## src/rtl/core_dma.sv

```systemverilog
`default_nettype none
`timescale 1ns/1ps
// ============================================================================
// Module      : core_dma
// Description : Prioritised multi-channel DMA that stalls the CPU and performs
//               block copies (read source, write fixed register) or single-byte
//               fetches on get/put-aligned bus cycles.
// Revision    : 1.0 - initial release
// ============================================================================
module core_dma #(
    parameter int CHANNELS  = 2,
    parameter int LEN_WIDTH = 8
) (
    input  logic                          I_clock,
    input  logic                          I_reset,
    input  logic                          I_cycle,
    input  logic                          I_core_rdwr,
    input  logic [7:0]                    I_rd_data,
    input  logic [CHANNELS-1:0]           I_req,
    input  logic [CHANNELS-1:0]           I_mode,
    input  logic [16*CHANNELS-1:0]        I_src,
    input  logic [16*CHANNELS-1:0]        I_dst,
    input  logic [LEN_WIDTH*CHANNELS-1:0] I_len,
    output logic                          O_halt,
    output logic                          O_bus_en,
    output logic [15:0]                   O_addr,
    output logic [7:0]                    O_wr_data,
    output logic                          O_rdwr,
    output logic [7:0]                    O_fetch_data,
    output logic [CHANNELS-1:0]           O_ack,
    output logic                          O_busy
);

    localparam int IDX_W = (CHANNELS > 1) ? $clog2(CHANNELS) : 1;

    localparam logic [2:0] S_IDLE  = 3'd0;
    localparam logic [2:0] S_WAIT  = 3'd1;
    localparam logic [2:0] S_HALT  = 3'd2;
    localparam logic [2:0] S_DUMMY = 3'd3;
    localparam logic [2:0] S_ALIGN = 3'd4;
    localparam logic [2:0] S_READ  = 3'd5;
    localparam logic [2:0] S_WRITE = 3'd6;

    logic [2:0]           r_state;
    logic [2:0]           w_state_next;
    logic [2:0]           w_align;
    logic                 r_parity;
    logic [IDX_W-1:0]     r_cur;
    logic [IDX_W-1:0]     w_cur_next;
    logic [CHANNELS-1:0]  r_pending;
    logic [CHANNELS-1:0]  r_active;
    logic [CHANNELS-1:0]  r_mode;
    logic [CHANNELS-1:0]  r_ack;
    logic [CHANNELS-1:0]  w_done;
    logic [15:0]          r_src [CHANNELS];
    logic [15:0]          r_dst [CHANNELS];
    logic [LEN_WIDTH-1:0] r_cnt [CHANNELS];
    logic [7:0]           r_data;
    logic [7:0]           r_fetch;
    logic                 w_load;
    logic                 w_finish;
    logic                 w_first_vld;
    logic                 w_other_vld;
    logic [IDX_W-1:0]     w_first_idx;
    logic [IDX_W-1:0]     w_other_idx;

    // Lowest-index pending channel, and the same excluding the channel in service.
    always_comb begin
        w_first_vld = 1'b0;
        w_first_idx = '0;
        w_other_vld = 1'b0;
        w_other_idx = '0;
        for (int i = CHANNELS - 1; i >= 0; i--) begin
            if (r_pending[i]) begin
                w_first_vld = 1'b1;
                w_first_idx = IDX_W'(i);
            end
            if (r_pending[i] && (IDX_W'(i) != r_cur)) begin
                w_other_vld = 1'b1;
                w_other_idx = IDX_W'(i);
            end
        end
    end

    always_ff @(posedge I_clock) begin
        if (I_reset) begin
            r_state  <= S_IDLE;
            r_parity <= 1'b0;
            r_cur    <= '0;
        end else if (I_cycle) begin
            r_state  <= w_state_next;
            r_parity <= ~r_parity;
            r_cur    <= w_cur_next;
        end
    end

    // A bus cycle must read on a get (parity 0) slot; w_align picks the next state
    // that lands the upcoming read there.
    always_comb begin
        w_state_next = r_state;
        w_cur_next   = r_cur;
        w_load       = 1'b0;
        w_finish     = 1'b0;
        w_align      = r_parity ? S_READ : S_ALIGN;
        case (r_state)
            S_IDLE: begin
                if (w_first_vld) w_state_next = S_WAIT;
            end
            S_WAIT: begin
                if (I_core_rdwr) begin
                    w_state_next = S_HALT;
                    w_cur_next   = w_first_idx;
                    w_load       = 1'b1;
                end
            end
            S_HALT:  w_state_next = r_mode[r_cur] ? S_DUMMY : w_align;
            S_DUMMY: w_state_next = w_align;
            S_ALIGN: w_state_next = S_READ;
            S_READ: begin
                if (r_mode[r_cur]) w_finish = 1'b1;
                else               w_state_next = S_WRITE;
            end
            S_WRITE: begin
                if (r_cnt[r_cur] == LEN_WIDTH'(1)) begin
                    w_finish = 1'b1;
                end else if (w_first_vld && (w_first_idx < r_cur)) begin
                    w_state_next = w_align;
                    w_cur_next   = w_first_idx;
                    w_load       = ~r_active[w_first_idx];
                end else begin
                    w_state_next = S_READ;
                end
            end
            default: w_state_next = S_IDLE;
        endcase
        // Suspended channels resume from their saved src/count without reloading.
        if (w_finish) begin
            if (w_other_vld) begin
                w_state_next = w_align;
                w_cur_next   = w_other_idx;
                w_load       = ~r_active[w_other_idx];
            end else begin
                w_state_next = S_IDLE;
            end
        end
    end

    assign w_done = w_finish ? (CHANNELS'(1) << r_cur) : '0;

    always_ff @(posedge I_clock) begin
        if (I_reset) begin
            r_pending <= '0;
            r_active  <= '0;
            r_mode    <= '0;
            r_ack     <= '0;
            r_data    <= '0;
            r_fetch   <= '0;
            for (int i = 0; i < CHANNELS; i++) begin
                r_src[i] <= '0;
                r_dst[i] <= '0;
                r_cnt[i] <= '0;
            end
        end else if (I_cycle) begin
            r_pending <= (r_pending | I_req) & ~w_done;
            r_active  <= r_active & ~w_done;
            r_ack     <= w_done;
            if (r_state == S_READ) begin
                if (r_mode[r_cur]) r_fetch <= I_rd_data;
                else               r_data  <= I_rd_data;
            end
            for (int i = 0; i < CHANNELS; i++) begin
                if (w_load && (w_cur_next == IDX_W'(i))) begin
                    r_src[i]    <= I_src[i*16 +: 16];
                    r_dst[i]    <= I_dst[i*16 +: 16];
                    r_cnt[i]    <= I_len[i*LEN_WIDTH +: LEN_WIDTH];
                    r_mode[i]   <= I_mode[i];
                    r_active[i] <= 1'b1;
                end else if ((r_state == S_WRITE) && (r_cur == IDX_W'(i))) begin
                    r_src[i] <= r_src[i] + 16'd1;
                    r_cnt[i] <= r_cnt[i] - LEN_WIDTH'(1);
                end
            end
        end
    end

    always_comb begin
        O_halt    = (r_state != S_IDLE);
        O_bus_en  = 1'b0;
        O_addr    = '0;
        O_wr_data = '0;
        O_rdwr    = 1'b1;
        case (r_state)
            S_READ: begin
                O_bus_en = 1'b1;
                O_addr   = r_src[r_cur];
            end
            S_WRITE: begin
                O_bus_en  = 1'b1;
                O_rdwr    = 1'b0;
                O_addr    = r_dst[r_cur];
                O_wr_data = r_data;
            end
            default: ;
        endcase
    end

    assign O_fetch_data = r_fetch;
    assign O_ack        = r_ack;
    assign O_busy       = (|r_pending) || (r_state != S_IDLE);

endmodule
`default_nettype wire
```

## config.mk

```make
export PLATFORM = sky130hd
export DESIGN_NAME = core_dma
export DESIGN_NICKNAME = d
export VERILOG_FILES = /design/src/rtl/core_dma.sv
export SDC_FILE = /design/constraint.sdc
export NUM_CORES = 1
export LEC_CHECK = 0
export CORE_AREA = 2 2 91 158
export CTS_CLUSTER_SIZE = 30
export DETAILED_ROUTE_END_ITERATION = 10
export DIE_AREA = 0 0 93 160
export PLACE_DENSITY = 0.82
export REMOVE_ABC_BUFFERS = 1
export SETUP_SLACK_MARGIN = 0.02
export SLEW_MARGIN = 20
export SYNTH_ARGS = -nofsm -noshare
export SYNTH_HDL_FRONTEND = slang
export SYNTH_SLANG_ARGS = --single-unit
export TNS_END_PERCENT = 30
```

## constraint.sdc

```tcl
create_clock -name I_clock -period 3.09 [get_ports I_clock]
set_input_delay 0.618 -clock I_clock [delete_from_list [all_inputs] [get_ports I_clock]]
set_output_delay 0.618 -clock I_clock [all_outputs]
set_load 0.01 [all_outputs]
```

# ---- Yosys cells after proc, flatten, opt, wreduce, memory -nomap -nowiden
# Memory sizes are Yosys's and may differ from the RTL's. A register that Yosys moved wholly into a read port is not among the register bits.
# Index checks and enable logic that the tools add are counted.
dict set report totals {
  romBits 0
  n_memories 3
  ff_bits 29
  out_inout_bits 38
  mem_bits_rw 80
  latchBits 0
}
# name words width read_ports rd_clocked_by_memory_dff wr line_no
set memory_table {}
lappend memory_table {r_dst 2 16 1 1 2 56} ;# logic [15:0] r_dst [CHANNELS];
lappend memory_table {r_src 2 16 3 1 2 55} ;# logic [15:0] r_src [CHANNELS];
lappend memory_table {r_cnt 2 8 3 1 2 57} ;# logic [LEN_WIDTH-1:0] r_cnt [CHANNELS];
dict set report op_classes {
  n_mux 80
  eq_ne 11
  n_lt_le_gt_ge 4
  div 0
  mul 0
  bitwise 20
  shift 1
  n_reduce_logical 17
  add_sub_neg 4
}
# cell count
set op_table {}
lappend op_table {{$mux 16} 6}
lappend op_table {{$mux 1} 56}
lappend op_table {{$mux 8} 5}
lappend op_table {{$add 16x1->16 const B} 2}
lappend op_table {{$pmux 16 s2} 1}
lappend op_table {{$mux 3} 7}
lappend op_table {{$pmux 3 s7} 1}
lappend op_table {{$sub 8x1->8 const B} 2}
lappend op_table {{$ne 3x3->1 const B} 4}
lappend op_table {{$or 1x1->1} 10}
lappend op_table {{$eq 3x3->1 const B} 3}
lappend op_table {{$eq 8x1->1 const B} 1}
lappend op_table {{$logic_and 1x1->1} 7}
lappend op_table {{$eq 3x2->1 const B} 2}
lappend op_table {{$lt 1x2->1 const B} 3}
lappend op_table {{$not 1->1} 6}
lappend op_table {{$pmux 1 s2} 3}
lappend op_table {{$reduce_and 3->1} 2}
lappend op_table {{$reduce_and 5->1} 1}
lappend op_table {{$and 2x2->2} 2}
lappend op_table {{$reduce_and 2->1} 2}
lappend op_table {{$reduce_or 2->1} 2}
lappend op_table {{$eq 3x1->1 const B} 1}
lappend op_table {{$logic_not 3->1} 1}
lappend op_table {{7 further kinds} 7}

# ---- Logic depth before layout (Yosys ltp)
# Gate-level depths: netlist of run 1.
dict set report logic_depth {
  word_depth 17
  depth_mapped 9
  depth_no_buf 7
}

# ---- Worst setup path before layout of run 1
# Ideal clock, no wire load.
dict set report synth_path {
  kind {reg2reg}
  from {mem r_cnt[1][2]}
  to {mem r_cnt[1][0], enable pin}
  stages_incl_launch_ff 7
  path_buffers 0
  setup_time_ns 0.386
  arrival_time_ns 2.759
  required_time_ns 2.704
  path_slack_ns -0.055
  cell_sequence {edfxtp_1 -> or4_4 -> nor4_4 -> nor3_1 -> o221a_4 -> a2111oi_4 -> a311o_1}
}
# item line_no
set synth_rtl {}
lappend synth_rtl {{from (decl)} 57}

==> impl_metrics.csv, run 1 <==
group,metric,value,unit
route,firstDrtPassIters,4,
worst_hold_path,hold_path.class,"flip-flop to flip-flop",
place,placed_area,7600,sq um
timing,fmax,0.346,GHz
place,placed_cells,868,
die,dieHeight,160,um
critical_path,cp.arrival,2.99,ns
synthesis,ys.flop_type,"edfxtp_1",
place,globalplace.congestion,0.902,
synthesis,yosysWarnings,0,
route,routed_wl,14.9,mm
critical_path,cp-start-kind,"flip-flop",
timing,hold_viol,0,
timing,maxSlewHeadroom,58.2,%
route,drc,0,
global_route,grtUsageMet2,37.1,%
place,dp_hpwl,11.3,mm
cells_and_area,stdcell_count,884,
cells_and_area,num_antenna_cells,0,
timing,clock_skew,0.00503,ns
synthesis,synth_seq_area_share,50.3,%
timing,tightest_slew,0.622,ns
global_route,grt.total_usage,20.6,%
global_route,grt_overflow,0,
cells_and_area,areaGrowthSynthToFinish,33.1,%
cts,clock_latency,0.35,ns
global_route,grt_pass1_wl,24.1,mm
timing,period_share,93.6,%
cts,clk_path_buf_depth,2,
synthesis,synthTopCellsByCount,"edfxtp_1, mux2i_1, nand2_1",
die,fp.coreArea,13700,sq um
status,outcome,"finished, final reports clean",
route,dr.first_iter.drc_count,241,
timing,setup_viol,0,
cts,clock-sinks,110,
timing,drv_slew,0,
job,drv_cap,0,
critical_path,cp_max_fo,16,
synthesis,synth.area.top_cells,"edfxtp_1, dfxtp_1, mux2i_1",
route,drt-wirelength-per-cell,16.9,um
die,die_width,93,um
power_and_ir_drop,powerDensity,426,nW/um^2
timing,layout_setup_ws,0.197,ns
timing,rsz0062_at_grt,"no",
critical_path,crit_type,"flip-flop to flip-flop",
synthesis,ys_seq_elements,110,
global_route,grt_max_degree,57,
global_route,grt_util_met1,21.8,%
cts,cts_buffers,9,
die,die_area,14900,sq um
cts,cts_setup_buffers,0,
power_and_ir_drop,ir_drop,0.293,mV
place,portBuffers,133,
global_route,met3_usage,4.15,%
synthesis,synth_top_area_share,40.2,%
global_route,antenna_found_initial,0,
die,initial_core_util,43.6,%
power_and_ir_drop,leakagePower,0.00280,uW
cells_and_area,layout-drive-gt1-share,7.92,%
die,ios,134,
route,avgViaCountPerCell,5.43,
synthesis,ys_types,56,
cells_and_area,final_cell_area,7950,sq um
synthesis,netlist_instances,573,
timing,fin_crit,2.89,ns
cts,cts_tree,"yes",
power_and_ir_drop,finalPower,3380,uW
cells_and_area,fill_cells,1141,
synthesis,synthesis.area,5970,sq um
place,pre_cts_slack,-0.0678,ns
critical_path,endpoint_kind,"flip-flop",
synthesis,synth_top_area_cell,"edfxtp_1",
route,num_vias,4799,
global_route,grt_pass1_vias,5047,
route,ant_nets,0,
synthesis,synth_edf_count,80,
synthesis,avgSynthCellArea,10.4,sq um
synthesis,yosysMostFrequentCell,"edfxtp_1",
cts,cts-root-buf,"clkbuf_16",
die,num_rows,57,
synthesis,async_flop_share,0,%
critical_path,cp.required,3.19,ns
cts,htreeDepth,3,
global_route,top_usage_layer,"met2",
cts,path_clk_slew,0.07,ns
cells_and_area,nNetsFinal,802,
==> power breakdown <==
part	internal [uW]	switching (uW)	total (uW)
Sequential	1640	54.5	1700
Clock	743	542	1280
Combinational	229	171	400
==> placed cells by master, fill, tap and decap left out, drive strengths merged, types with 13 or more instances in the layout <==
master	count
o22ai	40
buf	25
xor2	25
and2	43
xnor2	17
inv	13
edfxtp	80
clkdlybuf4s50	133
nand3	39
nand2	46
nor2	34
o21ai	29
dfxtp	30
mux2i	52
==> cell type report <==
cell class / count / area [sq um] / area share, %
repair buffers: 158 / 1570 / 19.7
well taps: 177 / 221 / 2.79
clock buffers: 12 / 300 / 3.78
multi-input cells: 411 / 2760 / 34.8
clock inverters: 4 / 46.3 / 0.582
flip-flops and latches: 110 / 3000 / 37.8
inverters: 12 / 45.0 / 0.567
==> stage by stage <==
step                      hold slack (ns)  TNS [ns]  util (%)
final                               0.481         0      58.1
after global routing                0.497         0      58.1
after CTS                           0.487         0      58.1
after detailed placement            0.477    -0.400      55.5
after global placement              0.466         0      55.5
after floorplan                     0.452   -109.52         -
==> path summary, 6_finish.rpt <==
check,startpoint,cells after the start,end,slack (ns)
setup / recovery,r_cnt[1][2],7,r_src[0][9],0.20
hold reg to reg,O_ack[1],2,O_ack[1],0.48
setup reg to reg,r_cnt[1][2],7,r_src[0][9],0.20
hold / removal,O_ack[1],2,O_ack[1],0.48
==> per-layer routing <==
metal	vias up	share of wire, %
li1	2332	-
met1	2263	37
met2	155	53
met3	49	5.0
met4	0	4.9
met5	-	0
==> critical path, cell delays in order, from the launching register on <==
cell and delay, ns:
edfxtp_1 0.45, or4_4 0.61, or3_1 0.42, a31oi_4 0.27, nand2_1 0.13, and4_1 0.22, or3_1 0.32, buf_4 0.22
==> state kept, by name, indices dropped and copies added, names as in the netlist, named ones only <==
register      count
r_active          2
r_src            32
r_state           3
r_dst            32
O_ack             2
r_cnt            16
r_cur             1
r_data            8
O_fetch_data      8
r_parity          1
r_mode            2
r_pending         2
==> cell families after synthesis <==
family                     Yosys count  synth area share (%)
and+or+nand+nor                    219                  19.6
DFF                                110                  50.3
AOI/OAI and AO/OA                   94                  10.6
buffers and inverters               52                  3.77
muxes                               52                  8.77
xor gates and xnor gates            42                  6.16
adders and majority gates            4                 0.838
==> timing repair <==
item	in CTS	in global routing
endpoints found under the setup margin	24	0
gates resized for setup	1	0
hold buffers	0	0
No activity file was read; power rests on OpenSTA's default activity.
==> inputs of run 2 (changes only) <==
- PLACE_DENSITY: 0.82 -> 0.79
- clock period: 3.09 -> 3.2 ns (I/O delays scaled with it)
==> run 2 against run 1 <==
Non-clock buffer count down 5. Hold slack got worse by 0.0095 ns. Combinational power fell by 6.3%. Count of clock-buffer cells in the layout down 3. Clock power down 14%. Register-to-register slack is essentially flat. Power decreased by 7.9%. Die area is the same.
==> impl_metrics.csv, run 2 (synthesis gave the netlist of run 1 again) <==
group,metric,value,unit
die,dieHeight,160,um
cells_and_area,final_cell_area,7870,sq um
timing,rsz0062_at_grt,"no",
die,initial_core_util,43.6,%
route,top_layer_used,"met4",
power_and_ir_drop,pwr-share-clk,35.3,%
global_route,grt_max_degree,57,
cells_and_area,layout_common_cells,"clkdlybuf4s50_1, edfxtp_1, mux2i_1",
place,globalplace.congestion,0.926,
route,avgViaCountPerCell,5.30,
global_route,grt_pass1_wl,23.7,mm
cells_and_area,layout-drive-gt1-share,7.26,%
route,drt-met1-wl,5.74,mm
route,ant_nets,0,
timing,clock_skew,0.0102,ns
critical_path,cp-start-kind,"flip-flop",
power_and_ir_drop,leakagePower,0.00275,uW
cells_and_area,finish.utilization,57.4,%
die,die_width,93,um
cells_and_area,multi_input_area,2760,sq um
cts,cts_tree,"yes",
global_route,grt.total_usage,20.1,%
power_and_ir_drop,intPower,2360,uW
cells_and_area,nNetsFinal,797,
place,dp_hpwl,11.1,mm
cts,path_clk_slew,0.08,ns
place,placed_area,7560,sq um
timing,maxSlewHeadroom,58.1,%
route,drt-wirelength-per-cell,16.6,um
cells_and_area,stdcell_count,879,
cts,htreeDepth,3,
route,wl_met2,7.76,mm
cts,clock-sinks,110,
power_and_ir_drop,p_seq_share,52.7,%
cts,cts-resized-gates,1,
timing,fmax,0.330,GHz
job,drv_cap,0,
global_route,grt_pass1_vias,4864,
place,placed_cells,863,
global_route,grt_overflow,0,
timing,period_share,94.8,%
power_and_ir_drop,combPwrFrac,12.0,%
cts,clock_latency,0.35,ns
power_and_ir_drop,swShare,24.3,%
route,wl_met3,711,um
critical_path,cp_max_fo,19,
cts,postCtsHoldBufs,0,
power_and_ir_drop,finalPower,3120,uW
power_and_ir_drop,powerDensity,396,nW/um^2
place,portBuffers,133,
critical_path,endpoint_kind,"primary output",
power_and_ir_drop,p_switching,757,uW
timing,setup_viol,0,
critical_path,crit_type,"flip-flop to primary output",
timing,drv_slew,0,
cells_and_area,layout_commonest_cell,"clkdlybuf4s50_1",
cells_and_area,fill_cells,1207,
power_and_ir_drop,ir_drop,0.302,mV
cells_and_area,regArea,3000,sq um
route,firstDrtPassIters,4,
timing,hold_viol,0,
die,fp.coreArea,13700,sq um
global_route,antenna_found_initial,0,
critical_path,cp.arrival,2.39,ns
die,die_area,14900,sq um
timing,tightest_slew,0.624,ns
route,dr.first_iter.drc_count,231,
cts,cts-root-buf,"clkbuf_16",
cts,clk_path_buf_depth,2,
die,ios,134,
critical_path,cp.required,2.56,ns
timing,fin_crit,3.03,ns
timing,tns,0,ns
route,drc,0,
cts,cts_setup_buffers,0,
route,routed_wl,14.6,mm
cts,cts_buffers,9,
cells_and_area,num_antenna_cells,0,
die,num_rows,57,
route,num_vias,4662,
cells_and_area,areaGrowthSynthToFinish,31.7,%
status,outcome,"finished, final reports clean",
worst_hold_path,hold_path.class,"flip-flop to flip-flop",
cells_and_area,reg.largest.list,"r_dst (32), r_src (32), r_cnt (16)",
run 2: cell types whose count changed in the layout (fill, tap and decap cells not counted):
cell,change
clkinvlp_2,+1
clkbuf_16,-3
clkinv_4,-1
bufinv_8,-1
buf_4,-5
clkinv_8,+1
inv_8,+3
run 2: metal layers:
layer	GRT usage, %	up-vias
met1	23.4	2175
met2	36.0	130
met5	0	-
met3	3.68	28
met4	7.62	0
li1	-	2329
run 2: area by class of cell:
| class | count | area share, % |
|---|---|---|
| multi-input cells | 411 | 35.1 |
| well taps | 177 | 2.82 |
| clock inverters | 7 | 0.954 |
| repair buffers | 153 | 19.5 |
| clock buffers | 9 | 2.86 |
| flip-flops and latches | 110 | 38.2 |
| inverters | 12 | 0.573 |
run 2: critical path: stages (launching register included):
cell,delay [ns]
dfxtp_1,0.54
and3b_1,0.30
inv_1,0.15
buf_4,0.23
o22ai_1,0.22
clkdlybuf4s50_1,0.59
run 2: worst paths after layout:
check,startpoint,end,slack [ns],depth (start not counted)
setup / recovery,r_state[2],O_addr[15],0.17,5
hold / removal,O_ack[1],O_ack[1],0.47,2
setup reg to reg,r_cnt[1][2],r_src[1][0],0.21,7
hold reg to reg,O_ack[1],O_ack[1],0.47,2
run 2: power by group through the flow:
stage                     Sequential (uW)  Combinational, uW  Clock (uW)
after floorplan                      1670                164           0
after global placement               1670                367           0
after detailed placement             1670                375           0
after CTS                            1640                377        1130
after global routing                 1650                407        1180
final                                1640                375        1100
run 2: stage by stage:
stage / hold WS [ns] / setup WS (ns)
finish: 0.472 / 0.166
global route: 0.498 / 0.0997
CTS: 0.475 / 0.178
detailed placement: 0.463 / 0.0230
global placement: 0.456 / 0.209
floorplan: 0.452 / -1.21
